### config.mk
export PLATFORM = sky130hd
export DESIGN_NAME = spi_xfer_ctrl
export DESIGN_NICKNAME = d
export VERILOG_FILES = /design/src/rtl/spi_pkg.sv /design/src/rtl/spi_xfer_shift.sv /design/src/rtl/spi_xfer_ctrl.sv
export SDC_FILE = /design/constraint.sdc
export NUM_CORES = 1
export LEC_CHECK = 0
export CAP_MARGIN = 20
export CELL_PAD_IN_SITES_DETAIL_PLACEMENT = 1
export CELL_PAD_IN_SITES_GLOBAL_PLACEMENT = 1
export CORE_AREA = 3 3 125 187
export DETAILED_ROUTE_END_ITERATION = 8
export DIE_AREA = 0 0 128 190
export PLACE_DENSITY_LB_ADDON = 0.1
export SYNTH_ARGS = -nofsm -noshare
export SYNTH_HDL_FRONTEND = slang
export SYNTH_SLANG_ARGS = --single-unit
### constraint.sdc
create_clock -name clk_i -period 10.4 [get_ports clk_i]
set_input_delay 2.08 -clock clk_i [delete_from_list [all_inputs] [get_ports clk_i]]
set_output_delay 2.08 -clock clk_i [all_outputs]
set_load 0.005 [all_outputs]
### src/rtl/spi_pkg.sv
// Shared definitions for the SPI transfer controller: FSM state encoding and
// default parameter values used by spi_xfer_ctrl and spi_xfer_shift.
package spi_pkg;

  localparam int MAX_CHAR_DEF = 32;
  localparam int DIV_W_DEF    = 16;

  typedef enum logic [1:0] {
    IDLE  = 2'd0,
    START = 2'd1,
    XFER  = 2'd2,
    DONE  = 2'd3
  } state_t;

endpackage

### src/rtl/spi_xfer_shift.sv
// Transmit/receive shift datapath for spi_xfer_ctrl. Handles bit order:
// MSB-first words are left-aligned on load so mosi always comes from the top
// bit; LSB-first receive words are right-aligned when the final bit arrives,
// so the first received bit lands where the first transmitted bit came from.
module spi_xfer_shift #(
  parameter int MAX_CHAR = spi_pkg::MAX_CHAR_DEF,
  parameter int CW       = $clog2(MAX_CHAR) + 1
) (
  input  logic                clk,
  input  logic                rst,
  input  logic                load,
  input  logic                load_lsb,
  input  logic [CW-1:0]       load_len,
  input  logic [MAX_CHAR-1:0] load_data,
  input  logic                advance,
  input  logic                sample,
  input  logic                capture,
  input  logic                miso,
  output logic                mosi,
  output logic [MAX_CHAR-1:0] rsp_data
);

  logic [MAX_CHAR-1:0] tx_sr;
  logic [MAX_CHAR-1:0] rx_sr;
  logic [MAX_CHAR-1:0] rx_next;
  logic                lsb;
  logic [CW-1:0]       len;
  logic [CW-1:0]       pad;

  assign pad     = CW'(MAX_CHAR) - len;
  assign rx_next = lsb ? {miso, rx_sr[MAX_CHAR-1:1]} : {rx_sr[MAX_CHAR-2:0], miso};
  assign mosi    = lsb ? tx_sr[0] : tx_sr[MAX_CHAR-1];

  // Load a new word on acceptance, then shift tx on tx edges and rx on rx edges.
  // NOTE: the shift registers are reset (not left undefined) because mosi and
  // rsp_data are driven straight from them and must read 0 after reset.
  always_ff @(posedge clk or posedge rst) begin
    if (rst) begin
      tx_sr <= '0;
      rx_sr <= '0;
      lsb   <= 1'b0;
      len   <= '0;
    end else if (load) begin
      // NOTE: non-blocking assignments let every register here see the
      // pre-edge values, so tx advance and rx sample in one cycle don't race.
      lsb   <= load_lsb;
      len   <= load_len;
      rx_sr <= '0;
      tx_sr <= load_lsb ? load_data : (load_data << (CW'(MAX_CHAR) - load_len));
    end else begin
      if (advance) tx_sr <= lsb ? (tx_sr >> 1) : (tx_sr << 1);
      if (sample)  rx_sr <= rx_next;
    end
  end

  // Capture the completed word, including the bit arriving on the final edge.
  always_ff @(posedge clk or posedge rst) begin
    if (rst)          rsp_data <= '0;
    else if (capture) rsp_data <= lsb ? (rx_next >> pad) : rx_next;
  end

endmodule

### src/rtl/spi_xfer_ctrl.sv
// SPI transfer controller: accepts a request, drives an external SPI clock
// generator, shifts one word out on mosi and in from miso, and returns the
// received word through a valid/ready response.
// Optional build macro SPI_XFER_CTRL_IRQ_EN adds irq_o, raised with the
// response and cleared on the response handshake.
module spi_xfer_ctrl
  import spi_pkg::*;
#(
  parameter int MAX_CHAR = MAX_CHAR_DEF,
  parameter int DIV_W    = DIV_W_DEF
) (
  input  logic                        clk_i,
  input  logic                        rst_i,
  input  logic                        req_valid_i,
  output logic                        req_ready_o,
  input  logic [$clog2(MAX_CHAR)-1:0] req_len_i,
  input  logic [MAX_CHAR-1:0]         req_data_i,
  input  logic [DIV_W-1:0]            req_div_i,
  input  logic                        req_lsb_i,
  input  logic                        req_tx_neg_i,
  input  logic                        req_rx_neg_i,
  output logic                        rsp_valid_o,
  input  logic                        rsp_ready_i,
  output logic [MAX_CHAR-1:0]         rsp_data_o,
  output logic                        clg_enable_o,
  output logic                        clg_go_o,
  output logic                        clg_last_o,
  output logic [DIV_W-1:0]            clg_divider_o,
  input  logic                        clg_pos_edge_i,
  input  logic                        clg_neg_edge_i,
  output logic                        mosi_o,
  input  logic                        miso_i,
  output logic                        cs_no,
  output logic                        busy_o
`ifdef SPI_XFER_CTRL_IRQ_EN
  ,
  output logic                        irq_o
`endif
);

  localparam int LW = $clog2(MAX_CHAR);
  localparam int CW = LW + 1;

  state_t        state, state_next;
  logic [CW-1:0] tx_cnt, rx_cnt;
  logic [CW-1:0] len_full;
  logic          tx_neg, rx_neg;
  logic          rsp_valid;
  logic          accept, tx_edge, rx_edge, rx_final, advance;

  // A length of zero stands for a full MAX_CHAR-bit word.
  assign len_full = (req_len_i == '0) ? CW'(MAX_CHAR) : {1'b0, req_len_i};
  assign accept   = req_valid_i && req_ready_o;
  assign tx_edge  = (state == XFER) && (tx_neg ? clg_neg_edge_i : clg_pos_edge_i);
  assign rx_edge  = (state == XFER) && (rx_neg ? clg_neg_edge_i : clg_pos_edge_i);
  assign rx_final = rx_edge && (rx_cnt == CW'(1));
  assign advance  = tx_edge && (tx_cnt > CW'(1));

  assign rsp_valid_o = rsp_valid;

  // State register.
  always_ff @(posedge clk_i or posedge rst_i) begin
    if (rst_i) state <= IDLE;
    else       state <= state_next;
  end

  // Next-state decode and state-derived outputs.
  always_comb begin
    // NOTE: every output gets a default before the case so no path leaves a
    // signal unassigned, which would otherwise infer a latch.
    state_next   = state;
    req_ready_o  = 1'b0;
    cs_no        = 1'b1;
    clg_go_o     = 1'b0;
    clg_enable_o = 1'b0;
    clg_last_o   = 1'b0;
    busy_o       = 1'b1;
    unique case (state)
      IDLE: begin
        busy_o      = 1'b0;
        req_ready_o = !rsp_valid;
        if (req_valid_i && !rsp_valid) state_next = START;
      end
      START: begin
        cs_no        = 1'b0;
        clg_go_o     = 1'b1;
        clg_enable_o = 1'b1;
        state_next   = XFER;
      end
      XFER: begin
        cs_no        = 1'b0;
        clg_enable_o = 1'b1;
        clg_last_o   = (rx_cnt <= CW'(1));
        if (rx_final) state_next = DONE;
      end
      DONE:    state_next = IDLE;
      default: state_next = IDLE;
    endcase
  end

  // Bit counters and per-transfer configuration latched on acceptance.
  always_ff @(posedge clk_i or posedge rst_i) begin
    if (rst_i) begin
      tx_cnt        <= '0;
      rx_cnt        <= '0;
      tx_neg        <= 1'b0;
      rx_neg        <= 1'b0;
      clg_divider_o <= '0;
    end else if (accept) begin
      tx_cnt        <= len_full;
      rx_cnt        <= len_full;
      tx_neg        <= req_tx_neg_i;
      rx_neg        <= req_rx_neg_i;
      clg_divider_o <= req_div_i;
    end else begin
      if (advance) tx_cnt <= tx_cnt - CW'(1);
      if (rx_edge) rx_cnt <= rx_cnt - CW'(1);
    end
  end

  // Response valid: set on the final rx edge (entry to DONE), cleared on handshake.
  always_ff @(posedge clk_i or posedge rst_i) begin
    if (rst_i)                          rsp_valid <= 1'b0;
    else if (rx_final)                  rsp_valid <= 1'b1;
    else if (rsp_valid && rsp_ready_i)  rsp_valid <= 1'b0;
  end

`ifdef SPI_XFER_CTRL_IRQ_EN
  // Interrupt follows the response: raised entering DONE, dropped on handshake.
  always_ff @(posedge clk_i or posedge rst_i) begin
    if (rst_i)                          irq_o <= 1'b0;
    else if (rx_final)                  irq_o <= 1'b1;
    else if (rsp_valid && rsp_ready_i)  irq_o <= 1'b0;
  end
`endif

  spi_xfer_shift #(
    .MAX_CHAR (MAX_CHAR),
    .CW       (CW)
  ) u_shift (
    .clk       (clk_i),
    .rst       (rst_i),
    .load      (accept),
    .load_lsb  (req_lsb_i),
    .load_len  (len_full),
    .load_data (req_data_i),
    .advance   (advance),
    .sample    (rx_edge),
    .capture   (rx_final),
    .miso      (miso_i),
    .mosi      (mosi_o),
    .rsp_data  (rsp_data_o)
  );

endmodule

==> flow_metrics.tcl <==
set metrics [dict create \
    top_usage_layer "met2" \
    drtIter0Drc 709 \
    post-route-period-util_pct 47.5 \
    maxCapViolations 0 \
    regToRegEndpoint "u_shift.rsp_data[5]$_DFFE_PP0P_" \
    ys_types 63 \
    ant_nets 0 \
    syn_avg_cell_area_um2 9.04 \
    reg2reg_setup_slack_ns 5.94 \
    relSlewSlack_pct 36.9 \
    final_common_cell "nand2_1" \
    route.detailed.drc 0 \
    gr-usage-met1_pct 34.4 \
    grt_setup_unrepaired "no" \
    globalplace.congestion 0.986 \
    use_met3_pct 4.24 \
    gr-total-overflow 0 \
    fin_nets 1287 \
    setup_ws_ns 5.46 \
    final_layout_size_suffix_gt1_share_pct 12.2 \
    synth_ff_type "dfrtp_1" \
    hold_path.startpoint "u_shift.rsp_data[25]$_DFFE_PP0P_" \
    postRouteWirelength_um 37300 \
    synth-seq-cells 136 \
    yosys-top-cells-area "dfrtp_1 (33%), mux4_2 (10%), mux2i_1 (9.8%), nand2_1 (5.2%), nor2_1 (4.0%)" \
    synth_largest_area_cell "dfrtp_1" \
    leakage_nw 4.88 \
    skew_ns 0.00967 \
    totalPowerFinal_w 0.00433 \
    ys_seq_area_share_pct 32.7 \
    netlist_area_um2 10400 \
    min_to "u_shift.rsp_data[25]$_DFFE_PP0P_" \
    clock_sinks 136 \
    cts_hold_repair.buffers 0 \
    vias 10000 \
    cts_setup_buffers 0 \
    min_period_ns 4.94 \
    clock_path_buffers 2 \
    port_buffers 118 \
    holdCritPathClass "register to register" \
    clkTransAtPathRegs_ns 0.06 \
    min_path_cells 2 \
    cp-startpoint "req_len_i[0]" \
    cts_tree "yes" \
    antennaDiodeCount 0 \
    grt_pass1_wl_um 59500 \
    htree_num_levels 4 \
    reg2regPathDepth 8 \
    clock_latency_ns 0.44 \
    crit_type "primary input to register" \
    crit_required_ns 10.67 \
    cts_resized 0 \
    antenna_found_initial 0 \
    ir_worst_vdd_mv 0.223 \
    netlist.area_leader.share_pct 32.7 \
    die_area_um2 24300 \
    io_pins 119 \
    cts-buffers-inserted 17 \
    most-common-layout-cells "nand2_1 (144), dfrtp_1 (135), clkdlybuf4s50_1 (118)" \
    start_kind "primary input" \
    grt_usage_pct 31.1 \
    drtPass1Iterations 5 \
    timing.rr.start "u_shift.lsb$_DFFE_PP0P_" \
    die_h_um 190 \
    drv_slew 0 \
    fmax_mhz 202 \
    hpwl_um 27100 \
    grt_use_met2_pct 55.9 \
    yosysWarnings 0 \
    cts_root_buf "clkbuf_16" \
    die-width_um 128 \
    first_global_vias 10600 \
    async_flop_share_pct 100 \
    status "complete, no violations" \
    cellPowerDensity_nw_per_um2 351 \
    setup_viol 0 \
    synthesis.nets 1226 \
    end_kind "register" \
    finalHoldViolCount 0 \
    setup-tns-final_ns 0 \
    n_fill_cell 2501 \
    critPathMaxFanout 36 \
    synth_edf_count 0 \
    grt_max_degree 84 \
    post_drt_wl_per_cell_um 24.9 \
    place_ws_ns 4.54 \
    start_util_pct 47.8 \
    worstMarginPinSlew_ns 0.946 \
    area_delta_synth_final_pct 18.5 \
    fp-row-count 66 \
    syn_inst 1153 \
    core_um2 21800 \
    whs_ns 0.479 \
    vias_per_cell 6.68 \
    arrival_ns 5.22 \
]
==> per-stage QoR <==
step	instance area (µm²)	util [%]	std cells
6_report	12300	56.6	1499
5_1_grt	12300	56.6	1499
4_1_cts	12300	56.5	1498
3_5_place_dp	11700	53.8	1466
3_3_place_gp	11700	53.8	1466
2_1_floorplan	10400	-	1153
==> synth_stat cells, types with 19 or more instances <==
library cell  number
nand2_1          144
dfrtp_1          136
nor2_1           110
mux2i_1          102
o21ai_0           77
a21oi_1           73
clkbuf_1          58
a211oi_1          52
mux4_2            48
nand3_1           31
mux2_2            30
buf_2             25
inv_1             20
nor3_1            19
==> worst max path at each step <==
stage                                     to  slack [ns]  cells after the start
4_1_cts        u_shift.tx_sr[28]$_DFFE_PP0P_        5.00                     10
3_5_place_dp   u_shift.tx_sr[28]$_DFFE_PP0P_        4.54                     10
6_report       u_shift.tx_sr[28]$_DFFE_PP0P_        5.46                     11
3_3_place_gp   u_shift.tx_sr[28]$_DFFE_PP0P_        4.68                     10
5_1_grt        u_shift.tx_sr[18]$_DFFE_PP0P_        5.20                     11
2_1_floorplan   clg_divider_o[0]$_DFFE_PP0P_        4.68                      1
==> registers in the layout, summed over array words and instances (netlist names) <==
signal / count
u_shift.rx_sr: 32
rx_cnt: 6
u_shift.rsp_data: 32
tx_neg: 1
rx_neg: 1
u_shift.lsb: 1
u_shift.len: 6
u_shift.tx_sr: 32
rsp_valid_o: 1
tx_cnt: 6
state: 2
clg_divider_o: 16
==> report_power, final <==
part	leakage, nW	total (W)	internal, W	switching (W)
registers	1.71	0.00103	0.000757	0.000274
clock network	0.273	0.000615	0.000361	0.000254
logic	2.90	0.00269	0.00111	0.00158
total	4.88	0.00433	0.00223	0.00211
==> final cells by class <==
class	count	area [µm²]	share of cell area [%]
Clock inverter	13	146	1.19
Multi-Input combinational cell	896	6550	53.1
Clock buffer	19	443	3.59
Tap cell	272	340	2.76
Timing Repair Buffer	142	1370	11.1
Sequential cell	136	3410	27.6
Inverter	21	83.8	0.679
==> critical path, cell delays in order <==
cell	delay (ns)
clkdlybuf4s50_1	0.45
buf_4	0.39
inv_1	0.13
ha_2	0.44
buf_12	0.25
mux4_2	0.60
nor2b_1	0.16
a211oi_1	0.31
a211oi_1	0.09
a21oi_1	0.15
o221ai_1	0.12
==> logic make-up after synthesis <==
kind of cell,Yosys count,synth area share (%)
and+or+nand+nor,353,14.6
AOI/OAI and AO/OA,334,21.3
muxes,180,23.4
DFF,136,32.7
buffers and inverters,121,4.95
xor gates and xnor gates,19,1.92
adders and majority gates,10,1.20
==> routing by layer <==
| metal | vias to the layer above | wire length, µm |
|---|---|---|
| met2 | 410 | 20000 |
| met1 | 5003 | 13400 |
| met4 | 0 | 2390 |
| met5 | - | 0 |
| met3 | 140 | 1510 |
| li1 | 4465 | - |
No activity file was read; power rests on OpenSTA's default activity.
